`src/rtl/misc_v_pkg.sv`:
```
// Shared encodings for the execute stage: ALU opcodes, forwarding selects, FSM state.
package misc_v_pkg;

  localparam logic [2:0] AluAdd = 3'b000;
  localparam logic [2:0] AluSub = 3'b001;
  localparam logic [2:0] AluAnd = 3'b010;
  localparam logic [2:0] AluOr  = 3'b011;
  localparam logic [2:0] AluXor = 3'b100;
  localparam logic [2:0] AluSll = 3'b101;
  localparam logic [2:0] AluSrl = 3'b110;
  localparam logic [2:0] AluMul = 3'b111;

  // Operand A/B forwarding select
  localparam logic [1:0] FwdMem  = 2'd0;
  localparam logic [1:0] FwdWb   = 2'd1;
  localparam logic [1:0] FwdIdex = 2'd2;
  localparam logic [1:0] FwdZero = 2'd3;

  // Store-data (arg3) forwarding select
  localparam logic Fwd3Wb   = 1'b0;
  localparam logic Fwd3Idex = 1'b1;

  typedef enum logic [1:0] {StIdle, StBusy, StDone} exState_e;

  function automatic logic isMulOp(input logic [2:0] op);
    return op == AluMul;
  endfunction

endpackage

```
`src/rtl/mul_iter.sv`:
```
// Iterative shift-add multiplier: one partial-product step per clock, low Width bits kept.
module mul_iter #(
  parameter int unsigned Width = 16
) (
  input  logic             clk,
  input  logic             reset,
  input  logic             start,
  input  logic             abort,
  input  logic [Width-1:0] a,
  input  logic [Width-1:0] b,
  output logic             busy,
  output logic             done,
  output logic [Width-1:0] product
);

  localparam int unsigned CntW = $clog2(Width + 1);

  logic [Width-1:0] aQ, bQ, prodQ;
  logic [CntW-1:0]  cntQ;

  // Operand/accumulator registers; abort drops the count so no further steps occur
  always_ff @(posedge clk or posedge reset) begin
    if (reset) begin
      aQ    <= '0;
      bQ    <= '0;
      prodQ <= '0;
      cntQ  <= '0;
    end else if (abort) begin
      cntQ <= '0;
    end else if (start) begin
      aQ    <= a;
      bQ    <= b;
      prodQ <= '0;
      cntQ  <= CntW'(Width);
    end else if (cntQ != '0) begin
      if (bQ[0]) prodQ <= prodQ + aQ;
      aQ   <= aQ << 1;
      bQ   <= bQ >> 1;
      cntQ <= cntQ - 1'b1;
    end
  end

  // done flags the edge that performs the final step, so the caller can leave BUSY on it
  always_comb begin
    busy    = (cntQ != '0);
    done    = (cntQ == CntW'(1));
    product = prodQ;
  end

endmodule

```
`src/rtl/exec_stage_mc.sv`:
```
// Execute stage: ID/EX register, operand forwarding, single-cycle ALU and an
// iterative multiplier that stalls the stage while it runs.
module exec_stage_mc
  import misc_v_pkg::*;
#(
  parameter int unsigned WIDTH = 16,
  parameter int unsigned REGW  = 3
) (
  input  logic             clk,
  input  logic             reset,
  input  logic             i_valid,
  output logic             o_ready,
  input  logic             i_flush,
  input  logic             i_regwrite,
  input  logic             i_alusrc,
  input  logic             i_memwrite,
  input  logic             i_memread,
  input  logic [2:0]       i_aluop,
  input  logic [1:0]       i_regstore,
  input  logic [WIDTH-1:0] i_pcp2,
  input  logic [WIDTH-1:0] i_arg1,
  input  logic [WIDTH-1:0] i_arg2,
  input  logic [WIDTH-1:0] i_arg3,
  input  logic [WIDTH-1:0] i_imm,
  input  logic [REGW-1:0]  i_rs1,
  input  logic [REGW-1:0]  i_rs2,
  input  logic [REGW-1:0]  i_rd,
  input  logic [WIDTH-1:0] fwd_mem,
  input  logic [WIDTH-1:0] fwd_wb,
  input  logic [1:0]       fwd1_sel,
  input  logic [1:0]       fwd2_sel,
  input  logic             fwd3_sel,
  output logic             o_valid,
  output logic             o_regwrite,
  output logic             o_memwrite,
  output logic             o_memread,
  output logic [1:0]       o_regstore,
  output logic [WIDTH-1:0] o_pcp2,
  output logic [WIDTH-1:0] o_result,
  output logic [WIDTH-1:0] o_arg3,
  output logic [REGW-1:0]  o_rs1,
  output logic [REGW-1:0]  o_rs2,
  output logic [REGW-1:0]  o_rd
);

  localparam int unsigned ShW = (WIDTH > 1) ? $clog2(WIDTH) : 1;

  typedef struct packed {
    logic             valid;
    logic             regwrite;
    logic             alusrc;
    logic             memwrite;
    logic             memread;
    logic [2:0]       aluop;
    logic [1:0]       regstore;
    logic [WIDTH-1:0] pcp2;
    logic [WIDTH-1:0] arg1;
    logic [WIDTH-1:0] arg2;
    logic [WIDTH-1:0] arg3;
    logic [WIDTH-1:0] imm;
    logic [REGW-1:0]  rs1;
    logic [REGW-1:0]  rs2;
    logic [REGW-1:0]  rd;
  } idex_t;

  idex_t            idexQ, idexD;
  exState_e         stateQ, stateD;
  logic             isMul, mulStart, mulBusy, mulDone, valid;
  logic [WIDTH-1:0] opA, fwdB, opB, aluRes, mulProduct;

  // ID/EX next value: flush beats capture, a non-valid capture is an all-zero bubble
  always_comb begin
    idexD = idexQ;
    if (i_flush) begin
      idexD = '0;
    end else if (o_ready) begin
      if (i_valid) begin
        idexD = '{valid: 1'b1, regwrite: i_regwrite, alusrc: i_alusrc, memwrite: i_memwrite,
                  memread: i_memread, aluop: i_aluop, regstore: i_regstore, pcp2: i_pcp2,
                  arg1: i_arg1, arg2: i_arg2, arg3: i_arg3, imm: i_imm, rs1: i_rs1,
                  rs2: i_rs2, rd: i_rd};
      end else begin
        idexD = '0;
      end
    end
  end

  // ID/EX and FSM state registers
  always_ff @(posedge clk or posedge reset) begin
    if (reset) begin
      idexQ  <= '0;
      stateQ <= StIdle;
    end else begin
      idexQ  <= idexD;
      stateQ <= stateD;
    end
  end

  // Operand forwarding muxes
  always_comb begin
    unique case (fwd1_sel)
      FwdMem:  opA = fwd_mem;
      FwdWb:   opA = fwd_wb;
      FwdIdex: opA = idexQ.arg1;
      default: opA = '0;
    endcase
    unique case (fwd2_sel)
      FwdMem:  fwdB = fwd_mem;
      FwdWb:   fwdB = fwd_wb;
      FwdIdex: fwdB = idexQ.arg2;
      default: fwdB = '0;
    endcase
    opB = idexQ.alusrc ? idexQ.imm : fwdB;
  end

  // Single-cycle ALU; multiply result comes from mul_iter instead
  always_comb begin
    unique case (idexQ.aluop)
      AluAdd:  aluRes = opA + opB;
      AluSub:  aluRes = opA - opB;
      AluAnd:  aluRes = opA & opB;
      AluOr:   aluRes = opA | opB;
      AluXor:  aluRes = opA ^ opB;
      AluSll:  aluRes = opA << opB[ShW-1:0];
      AluSrl:  aluRes = opA >> opB[ShW-1:0];
      default: aluRes = '0;
    endcase
  end

  // FSM next state, multiplier start and stage handshake
  always_comb begin
    isMul    = idexQ.valid && isMulOp(idexQ.aluop);
    stateD   = stateQ;
    mulStart = 1'b0;
    unique case (stateQ)
      StIdle: begin
        if (isMul) begin
          mulStart = 1'b1;
          stateD   = StBusy;
        end
      end
      StBusy: begin
        if (mulDone)       stateD = StDone;
        else if (!mulBusy) stateD = StIdle;  // multiplier lost its job; do not hang
      end
      StDone:  stateD = StIdle;
      default: stateD = StIdle;
    endcase
    if (i_flush) begin
      stateD   = StIdle;
      mulStart = 1'b0;
    end
    o_ready = ((stateQ == StIdle) && !isMul) || (stateQ == StDone);
    valid   = ((stateQ == StIdle) && idexQ.valid && !isMul) || (stateQ == StDone);
  end

  mul_iter #(
    .Width(WIDTH)
  ) u_mul (
    .clk    (clk),
    .reset  (reset),
    .start  (mulStart),
    .abort  (i_flush),
    .a      (opA),
    .b      (opB),
    .busy   (mulBusy),
    .done   (mulDone),
    .product(mulProduct)
  );

  // Outputs; data that depends on live forwarding is zeroed when nothing is valid
  always_comb begin
    o_valid    = valid;
    o_regwrite = idexQ.regwrite & valid;
    o_memwrite = idexQ.memwrite & valid;
    o_memread  = idexQ.memread & valid;
    o_regstore = idexQ.regstore;
    o_pcp2     = idexQ.pcp2;
    o_rs1      = idexQ.rs1;
    o_rs2      = idexQ.rs2;
    o_rd       = idexQ.rd;
    o_result   = '0;
    o_arg3     = '0;
    if (valid) begin
      o_result = (stateQ == StDone) ? mulProduct : aluRes;
      o_arg3   = (fwd3_sel == Fwd3Idex) ? idexQ.arg3 : fwd_wb;
    end
  end

endmodule

```
`config.mk`:
```
export PLATFORM = sky130hd
export DESIGN_NAME = exec_stage_mc
export DESIGN_NICKNAME = d
export VERILOG_FILES = /design/src/rtl/misc_v_pkg.sv /design/src/rtl/mul_iter.sv /design/src/rtl/exec_stage_mc.sv
export SDC_FILE = /design/constraint.sdc
export NUM_CORES = 1
export LEC_CHECK = 0
export CORE_ASPECT_RATIO = 1.2
export CORE_MARGIN = 5
export CORE_UTILIZATION = 35
export DETAILED_ROUTE_END_ITERATION = 10
export SYNTH_ARGS = -nofsm -noshare
export SYNTH_HDL_FRONTEND = slang
export SYNTH_SLANG_ARGS = --single-unit
export TNS_END_PERCENT = 10
```
`constraint.sdc`:
```
create_clock -name clk -period 5.9 [get_ports clk]
set_clock_uncertainty 0.15 [all_clocks]
set_input_delay 0.885 -clock clk [delete_from_list [all_inputs] [get_ports clk]]
set_output_delay 0.885 -clock clk [all_outputs]
set_load 0.01 [all_outputs]
```
==> qor.log, run 1 <==
INFO  die            initial_core_util=0.3514
INFO  pwr            leakagePower=7.117nW
INFO  die            std_cell_rows=72
INFO  route          first_iter_violations=710
INFO  finish         final_util=0.4714
INFO  route          detailroute.via_count=10440
INFO  setup_path     critPathCaptureType=output pin
INFO  clock_network  numClockSinks=154
INFO  route          detail_route.wl_per_cell=22.63µm
INFO  finish         layout.filler_cells=3022
INFO  global_routing grt_pass1_vias=11070
INFO  timing         final-hold-violation-count=0
INFO  setup_path     critical-path-top-cell-by-count=sky130_fd_sc_hd__buf_4
INFO  setup_path     start_kind=input pin
INFO  logic_synthesis number_of_enable_flip_flop_cells_after_synthesis=0
INFO  logic_synthesis synth_cells=1192
INFO  die            die_w=173.6µm
INFO  clock_network  clock_latency=440ps
INFO  route          drcViolationCount=0
INFO  logic_synthesis yosys_most_used_dff=sky130_fd_sc_hd__dfrtp_1
INFO  logic_synthesis yosys.area_share.adder=0.07259
INFO  route          finalWirelength=42480µm
INFO  setup_path     critical_path.max_stage_delay=530ps
INFO  clock_network  cts_hold_buffers=0
INFO  timing         fmax=0.1703GHz
INFO  timing         number_of_failing_setup_endpoints_in_the_final_timing_report=0
INFO  setup_path     crit_arrival=4840ps
INFO  logic_synthesis post_synthesis_xor_xnor_area_fraction=0.03195
INFO  global_routing overflow=0
INFO  setup_path     worstPathBufferInverterCount=4
INFO  logic_synthesis post_synth_num_cell_types=81
INFO  clock_network  tritoncts=yes
INFO  setup_path     critical-path-top-delay-family=compound AO/OA/AOI/OAI gates
INFO  die            core_area=31980µm²
INFO  logic_synthesis synth.cell_area=11240µm²
INFO  pwr            power-per-cell-area=257.9nW/µm²
INFO  global_routing maximum_number_of_pins_on_one_net_before_global_route_repair=83
INFO  setup_path     required=4870ps
INFO  place          gp_congestion=0.9946
INFO  logic_synthesis post_synth_and_or_nand_nor_area_fraction=0.1081
INFO  logic_synthesis synth_top_family_by_area=compound AO/OA/AOI/OAI gates
INFO  place          detailed_place_hpwl=33230µm
INFO  logic_synthesis ys.warnings.count=0
INFO  status         outcome=finished clean
INFO  die            design.die.area=35810µm²
INFO  route          detailedRoute.firstPassIterationCount=7
INFO  place          numPortBuffers=202
INFO  finish         layout.cells.most_common_list=sky130_fd_sc_hd__clkdlybuf4s50_1 (188), sky130_fd_sc_hd__dfrtp_1 (154), sky130_fd_sc_hd__buf_4 (149)
INFO  setup_path     crit_slowest_cell=sky130_fd_sc_hd__or4_1
INFO  clock_network  clock_root_buffer=sky130_fd_sc_hd__clkbuf_16
INFO  logic_synthesis synth-seq-cells=154
INFO  logic_synthesis yosysSeqAreaShare=0.3429
INFO  finish         syn_to_final_growth=34.14%
INFO  die            top_level_ports=203
INFO  place          dp_worst_setup_slack=-759.8ps
INFO  route          detail_route.vias_per_cell=5.564
INFO  global_routing grt_usage=0.2345
INFO  setup_path     worst-path-max-fanout=2
INFO  logic_synthesis synth-compound-area-share=0.2454
INFO  logic_synthesis ys_async_sr_fraction=1.000
INFO  global_routing antenna_violations_before_repair=1
INFO  clock_network  clkTransAtPathRegs=70ps
INFO  timing         max_slew_margin=0.3148
INFO  worst_hold_path hp-class=reg -> reg
INFO  setup_path     timing.setup.critical_path_class=in -> out
INFO  timing         unrepaired_setup_endpoints_after_global_routing=yes
INFO  timing         finalWorstPathRequiredPeriod=5874ps
INFO  timing         setup_slack=26.32ps
INFO  timing         final.setup.tns=0ps
INFO  die            floorplan.die.height=206.3µm
INFO  finish         nets=1659
INFO  timing         final_min_period_over_clock_period=0.9955
INFO  run            max_cap_viol_count=0
INFO  clock_network  total_cts_buffers=17
INFO  pwr            worst_ir_drop_vdd=0.0001569V
INFO  logic_synthesis synthesis.area_per_instance=9.428µm²
INFO  route          drt.antenna.violating_nets=0
INFO  logic_synthesis syn_nets=1395
INFO  finish         layout-drive-gt1-share=0.1668
INFO  global_routing grt_pass1_wl=65090µm
INFO  clock_network  clk_path_buf_depth=2
INFO  timing         timing_max_transition_violations_final=0
INFO  finish         layout.cells.most_common=sky130_fd_sc_hd__clkdlybuf4s50_1
INFO  timing         worst_pin_slew=1025ps
INFO  setup_path     critical_path.cell_chain=dlygate4sd2_1 -> mux2_1 -> a221o_1 -> o22a_1 -> nor3_2 -> buf_4 -> nand2_2 -> nand2_1 -> xnor2_1 -> ha_1 -> a211o_1 -> buf_4 -> o211a_1 -> o211ai_1 -> a21oi_1 -> or4_1 -> a32oi_1 -> clkdlybuf4s15_2
INFO  logic_synthesis synth.area.mux_share=0.1275
INFO  clock_network  clock_tree.htree_level_count=4
## layer usage
| metal | track usage | wire (µm) | up-vias |
|---|---|---|---|
| li1 | - | - | 4914 |
| met3 | 0.04665 | 2459 | 103 |
| met4 | 0.1086 | 2147 | 0 |
| met1 | 0.2704 | 16820 | 5065 |
| met5 | 0 | 0 | - |
| met2 | 0.4206 | 21050 | 362 |
## registers in the layout, summed over array words and instances, names as in the netlist, 3 cells and up
signal,flops
u_mul.bQ,16
u_mul.cntQ,5
u_mul.aQ,16
o_pcp2,16
o_rs2,3
idexQ,72
o_rd,3
o_rs1,3
u_mul.product,16
## timing repair
action,4_1_cts,5_1_grt
pin swaps,14,10
buffers inserted,3,0
cloned,0,0
endpoints found under the setup margin,14,13
resized for setup,51,16
## cell usage after synthesis (14+ instances only)
master | number | area [µm²]
sky130_fd_sc_hd__a21o_1 | 14 | 105.1
sky130_fd_sc_hd__dfrtp_1 | 154 | 3854
sky130_fd_sc_hd__mux2i_1 | 121 | 1211
sky130_fd_sc_hd__clkbuf_1 | 50 | 187.7
sky130_fd_sc_hd__o211ai_1 | 15 | 112.6
sky130_fd_sc_hd__a21oi_1 | 49 | 245.2
sky130_fd_sc_hd__nand2_1 | 107 | 401.6
sky130_fd_sc_hd__nor3_1 | 16 | 80.08
sky130_fd_sc_hd__nand3_1 | 15 | 75.07
sky130_fd_sc_hd__buf_4 | 34 | 255.2
sky130_fd_sc_hd__nor2_1 | 81 | 304.0
sky130_fd_sc_hd__ha_1 | 62 | 775.7
sky130_fd_sc_hd__xnor2_1 | 29 | 254.0
sky130_fd_sc_hd__inv_1 | 44 | 165.2
sky130_fd_sc_hd__a22o_1 | 115 | 1007
sky130_fd_sc_hd__o21ai_0 | 68 | 340.3
## kinds of logic after synthesis
group	count (synthesis)
XOR/XNOR	41
buffers and inverters	155
adder cells (fa/ha/maj)	64
AND/OR/NAND/NOR	268
multiplexers	137
flip-flops	154
AO/OA/AOI/OAI	373
## final cells by class
type / count / area (µm²) / area share
inverters: 48 / 195.2 / 0.01295
multi-input cells: 883 / 6763 / 0.4486
flip-flops and latches: 154 / 3854 / 0.2556
clock buffers: 18 / 429.2 / 0.02847
clock inverters: 14 / 181.4 / 0.01204
diodes: 1 / 2.502 / 0.0001660
well taps: 407 / 509.2 / 0.03378
repair buffers: 352 / 3141 / 0.2083
## worst paths after layout
| kind | startpoint | end | slack [ps] | cells past startpoint |
|---|---|---|---|---|
| setup / recovery | fwd_mem[1] | o_result[12] | 30 | 18 |
| hold / removal | stateQ[1] | stateQ[1] | 330 | 1 |
| setup reg to reg | idexQ[93] | idexQ[45] | 2680 | 6 |
| hold reg to reg | stateQ[1] | stateQ[1] | 330 | 1 |
| max in group asynchronous | reset | idexQ[92] | 3760 | 3 |
| min in group asynchronous | reset | o_rd[1] | 780 | 2 |
## power breakdown
| group | internal [mW] | leakage [nW] | switching (mW) |
|---|---|---|---|
| Clock | 0.645 | 0.296 | 0.532 |
| Combinational | 0.693 | 4.73 | 0.763 |
| Sequential | 1.16 | 2.09 | 0.0938 |
| Total | 2.50 | 7.12 | 1.39 |
## per-stage QoR
| stage | hold WS, ps | total power, mW | cell area [µm²] | cells |
|---|---|---|---|---|
| after floorplan | 281.3 | 2.104 | 11240 | 1192 |
| final | 331.1 | 3.888 | 15070 | 1877 |
| after CTS | 342.3 | 3.885 | 15020 | 1876 |
| after detailed placement | 305.9 | 2.678 | 14300 | 1841 |
| after global placement | 311.8 | 2.663 | 14300 | 1841 |
| after global routing | 367.6 | 4.086 | 15070 | 1877 |
Note: power is estimated with default switching activity, not from simulation.
==> run 2: changes to the inputs <==
--- a/config.mk
+++ b/config.mk
@@ -9,6 +9,7 @@
 export CORE_MARGIN = 5
 export CORE_UTILIZATION = 35
 export DETAILED_ROUTE_END_ITERATION = 10
+export MAX_ROUTING_LAYER = met4
 export SYNTH_ARGS = -nofsm -noshare
 export SYNTH_HDL_FRONTEND = slang
 export SYNTH_SLANG_ARGS = --single-unit
==> run 2 against run 1 <==
Die area did not move. Worst hold slack got worse by 5.9 ps. Final area fell by 0.95%. Global-route usage rose by 0.42 points. Non-clock buffer count fell by 9. Critical path type unchanged. Highest routed layer unchanged.
==> qor.log, run 2 (same netlist as run 1, synthesis figures left out) <==
INFO  finish         layout-drive-gt1-share=0.1610
INFO  clock_network  total_cts_buffers=17
INFO  finish         layout.cells.most_common=sky130_fd_sc_hd__clkdlybuf4s50_1
INFO  clock_network  cts_hold_buffers=0
INFO  finish         nets=1650
INFO  clock_network  clock_root_buffer=sky130_fd_sc_hd__clkbuf_16
INFO  timing         timing_max_transition_violations_final=0
INFO  setup_path     worst-path-max-fanout=3
INFO  finish         regMostFlops=idexQ
INFO  setup_path     required=4870ps
INFO  setup_path     timing.setup.critical_path_class=in -> out
INFO  pwr            internal-power=2.419mW
INFO  global_routing antenna_violations_before_repair=1
INFO  die            std_cell_rows=72
INFO  pwr            part_of_the_total_power_dissipated_in_combinational_logic=0.376
INFO  route          first_iter_violations=724
INFO  global_routing maximum_number_of_pins_on_one_net_before_global_route_repair=83
INFO  timing         finalWorstPathRequiredPeriod=5898ps
INFO  global_routing overflow=0
INFO  pwr            share_clk_of_total_power=0.294
INFO  setup_path     start_kind=input pin
INFO  route          detailroute.via_count=10480
INFO  finish         largest_register_ffs=72
INFO  worst_hold_path holdCritStartpoint=stateQ[1]
INFO  route          detail_route.vias_per_cell=5.610
INFO  setup_path     regToRegStartpoint=idexQ[93]
INFO  worst_hold_path whs_path_depth=1
INFO  pwr            leakagePower=7.013nW
INFO  clock_network  tritoncts=yes
INFO  pwr            sequential_cell_fraction_of_total_power=0.330
INFO  timing         final_min_period_over_clock_period=0.9997
INFO  timing         number_of_failing_setup_endpoints_in_the_final_timing_report=0
INFO  pwr            p_sw_frac=0.3645
INFO  finish         layout.filler_cells=3044
INFO  finish         layout.cells.most_common_list=sky130_fd_sc_hd__clkdlybuf4s50_1 (191), sky130_fd_sc_hd__dfrtp_1 (154), sky130_fd_sc_hd__buf_4 (141)
INFO  route          finalWirelength=41870µm
INFO  pwr            power_switching=1.388mW
INFO  die            core_area=31980µm²
INFO  place          dp_worst_setup_slack=-778.1ps
INFO  place          gp_congestion=1.043
INFO  die            initial_core_util=0.3514
INFO  pwr            worst_ir_drop_vdd=0.0001885V
INFO  worst_hold_path hp-class=reg -> reg
INFO  timing         max_slew_margin=0.3244
INFO  timing         unrepaired_setup_endpoints_after_global_routing=yes
INFO  setup_path     critical-path-top-delay-family=buffers and inverters
INFO  timing         setup_slack=1.581ps
INFO  setup_path     timing.critical_path.from=fwd_mem[0]
INFO  clock_network  clk_path_buf_depth=2
INFO  timing         fmax=0.1695GHz
INFO  clock_network  clock_tree.htree_level_count=4
INFO  setup_path     crit_slowest_cell=sky130_fd_sc_hd__clkdlybuf4s50_1
INFO  pwr            totalPowerFinal=3.807mW
INFO  clock_network  clkTransAtPathRegs=70ps
INFO  global_routing grt_usage=0.2387
INFO  run            max_cap_viol_count=0
INFO  pwr            power-per-cell-area=255.0nW/µm²
INFO  setup_path     critical_path.cell_chain=clkdlybuf4s50_1 -> mux2_4 -> buf_4 -> a221o_4 -> inv_8 -> nor2_1 -> xnor2_2 -> inv_1 -> ha_1 -> nor2b_1 -> o21ai_2 -> nor2b_1 -> xnor2_1 -> a222oi_1 -> buf_4 -> o221ai_1 -> o21ai_1 -> nand2_1 -> clkdlybuf4s50_1
INFO  setup_path     crit_arrival=4860ps
INFO  die            die_w=173.6µm
INFO  status         outcome=finished clean
INFO  route          drt.antenna.violating_nets=0
INFO  global_routing grt_pass1_wl=64340µm
INFO  die            design.die.area=35810µm²
INFO  route          detailedRoute.firstPassIterationCount=6
INFO  setup_path     cp.depth=19
INFO  setup_path     critical_path.max_stage_delay=490ps
INFO  clock_network  numClockSinks=154
INFO  route          drcViolationCount=0
INFO  finish         syn_to_final_growth=32.85%
INFO  global_routing grt_pass1_vias=10840
INFO  die            floorplan.die.height=206.3µm
INFO  timing         worst_pin_slew=1010ps
INFO  setup_path     critPathCaptureType=output pin
INFO  setup_path     reg2regPathDepth=6
INFO  route          detail_route.wl_per_cell=22.41µm
INFO  die            top_level_ports=203
INFO  setup_path     worstPathBufferInverterCount=6
INFO  place          numPortBuffers=202
INFO  place          detailed_place_hpwl=32850µm
INFO  clock_network  clock_latency=450ps
INFO  timing         final-hold-violation-count=0
run 2: cell types whose count changed in the layout (fill, tap and decap cells not counted), moves of 3 or more:
cell,before,now
sky130_fd_sc_hd__clkbuf_2,0,3
sky130_fd_sc_hd__clkdlybuf4s50_1,188,191
sky130_fd_sc_hd__buf_4,149,141
sky130_fd_sc_hd__dlymetal6s2s_1,3,0
run 2: worst paths after layout:
path | slack (ps) | to
max in group asynchronous | 3740 | u_mul.product[11]
hold / removal | 330 | stateQ[1]
hold reg to reg | 330 | stateQ[1]
min in group asynchronous | 710 | o_rs1[0]
setup reg to reg | 2700 | o_pcp2[15]
setup / recovery | 2 | o_result[3]
run 2: power by group through the flow:
stage	logic (mW)	registers (mW)	clock network, mW
after CTS	1.41	1.26	1.15
after global routing	1.56	1.27	1.19
after detailed placement	1.39	1.27	0
final	1.43	1.26	1.12
after floorplan	0.865	1.24	0
after global placement	1.38	1.27	0
run 2: what timing repair did:
action	in CTS	in global routing
cloned	0	0
setup buffers	1	0
pin swaps	11	6
resized for setup	42	18
endpoints found under the setup margin	14	13
hold endpoints to repair	0	0
run 2: metrics by stage:
stage | area (µm²) | std cells | hold WS (ps) | TNS (ps) | utilization
2_1_floorplan | 11240 | 1192 | 281.3 | 0 | -
3_3_place_gp | 14250 | 1834 | 307.9 | -6445 | 0.4456
3_5_place_dp | 14250 | 1834 | 308.8 | -6928 | 0.4456
4_1_cts | 14880 | 1867 | 319.2 | -168.1 | 0.4654
5_1_grt | 14930 | 1868 | 342.4 | -1206 | 0.4669
6_report | 14930 | 1868 | 325.2 | 0 | 0.4669
run 2: layout make-up:
| type | count | area [µm²] | share of cell area |
|---|---|---|---|
| multi-input cells | 883 | 6734 | 0.4510 |
| diodes | 1 | 2.502 | 0.0001676 |
| repair buffers | 343 | 3042 | 0.2037 |
| flip-flops and latches | 154 | 3854 | 0.2581 |
| clock buffers | 18 | 439.2 | 0.02941 |
| well taps | 407 | 509.2 | 0.03411 |
| clock inverters | 14 | 155.1 | 0.01039 |
| inverters | 48 | 195.2 | 0.01307 |
run 2: metal layers:
metal / track usage / routed length [µm] / vias up
met2: 0.4168 / 20990 / 355
met4: 0.09844 / 1747 / 0
met3: 0.04244 / 2310 / 96
met1: 0.2729 / 16820 / 5128
li1: - / - / 4901
met5: - / 0 / -
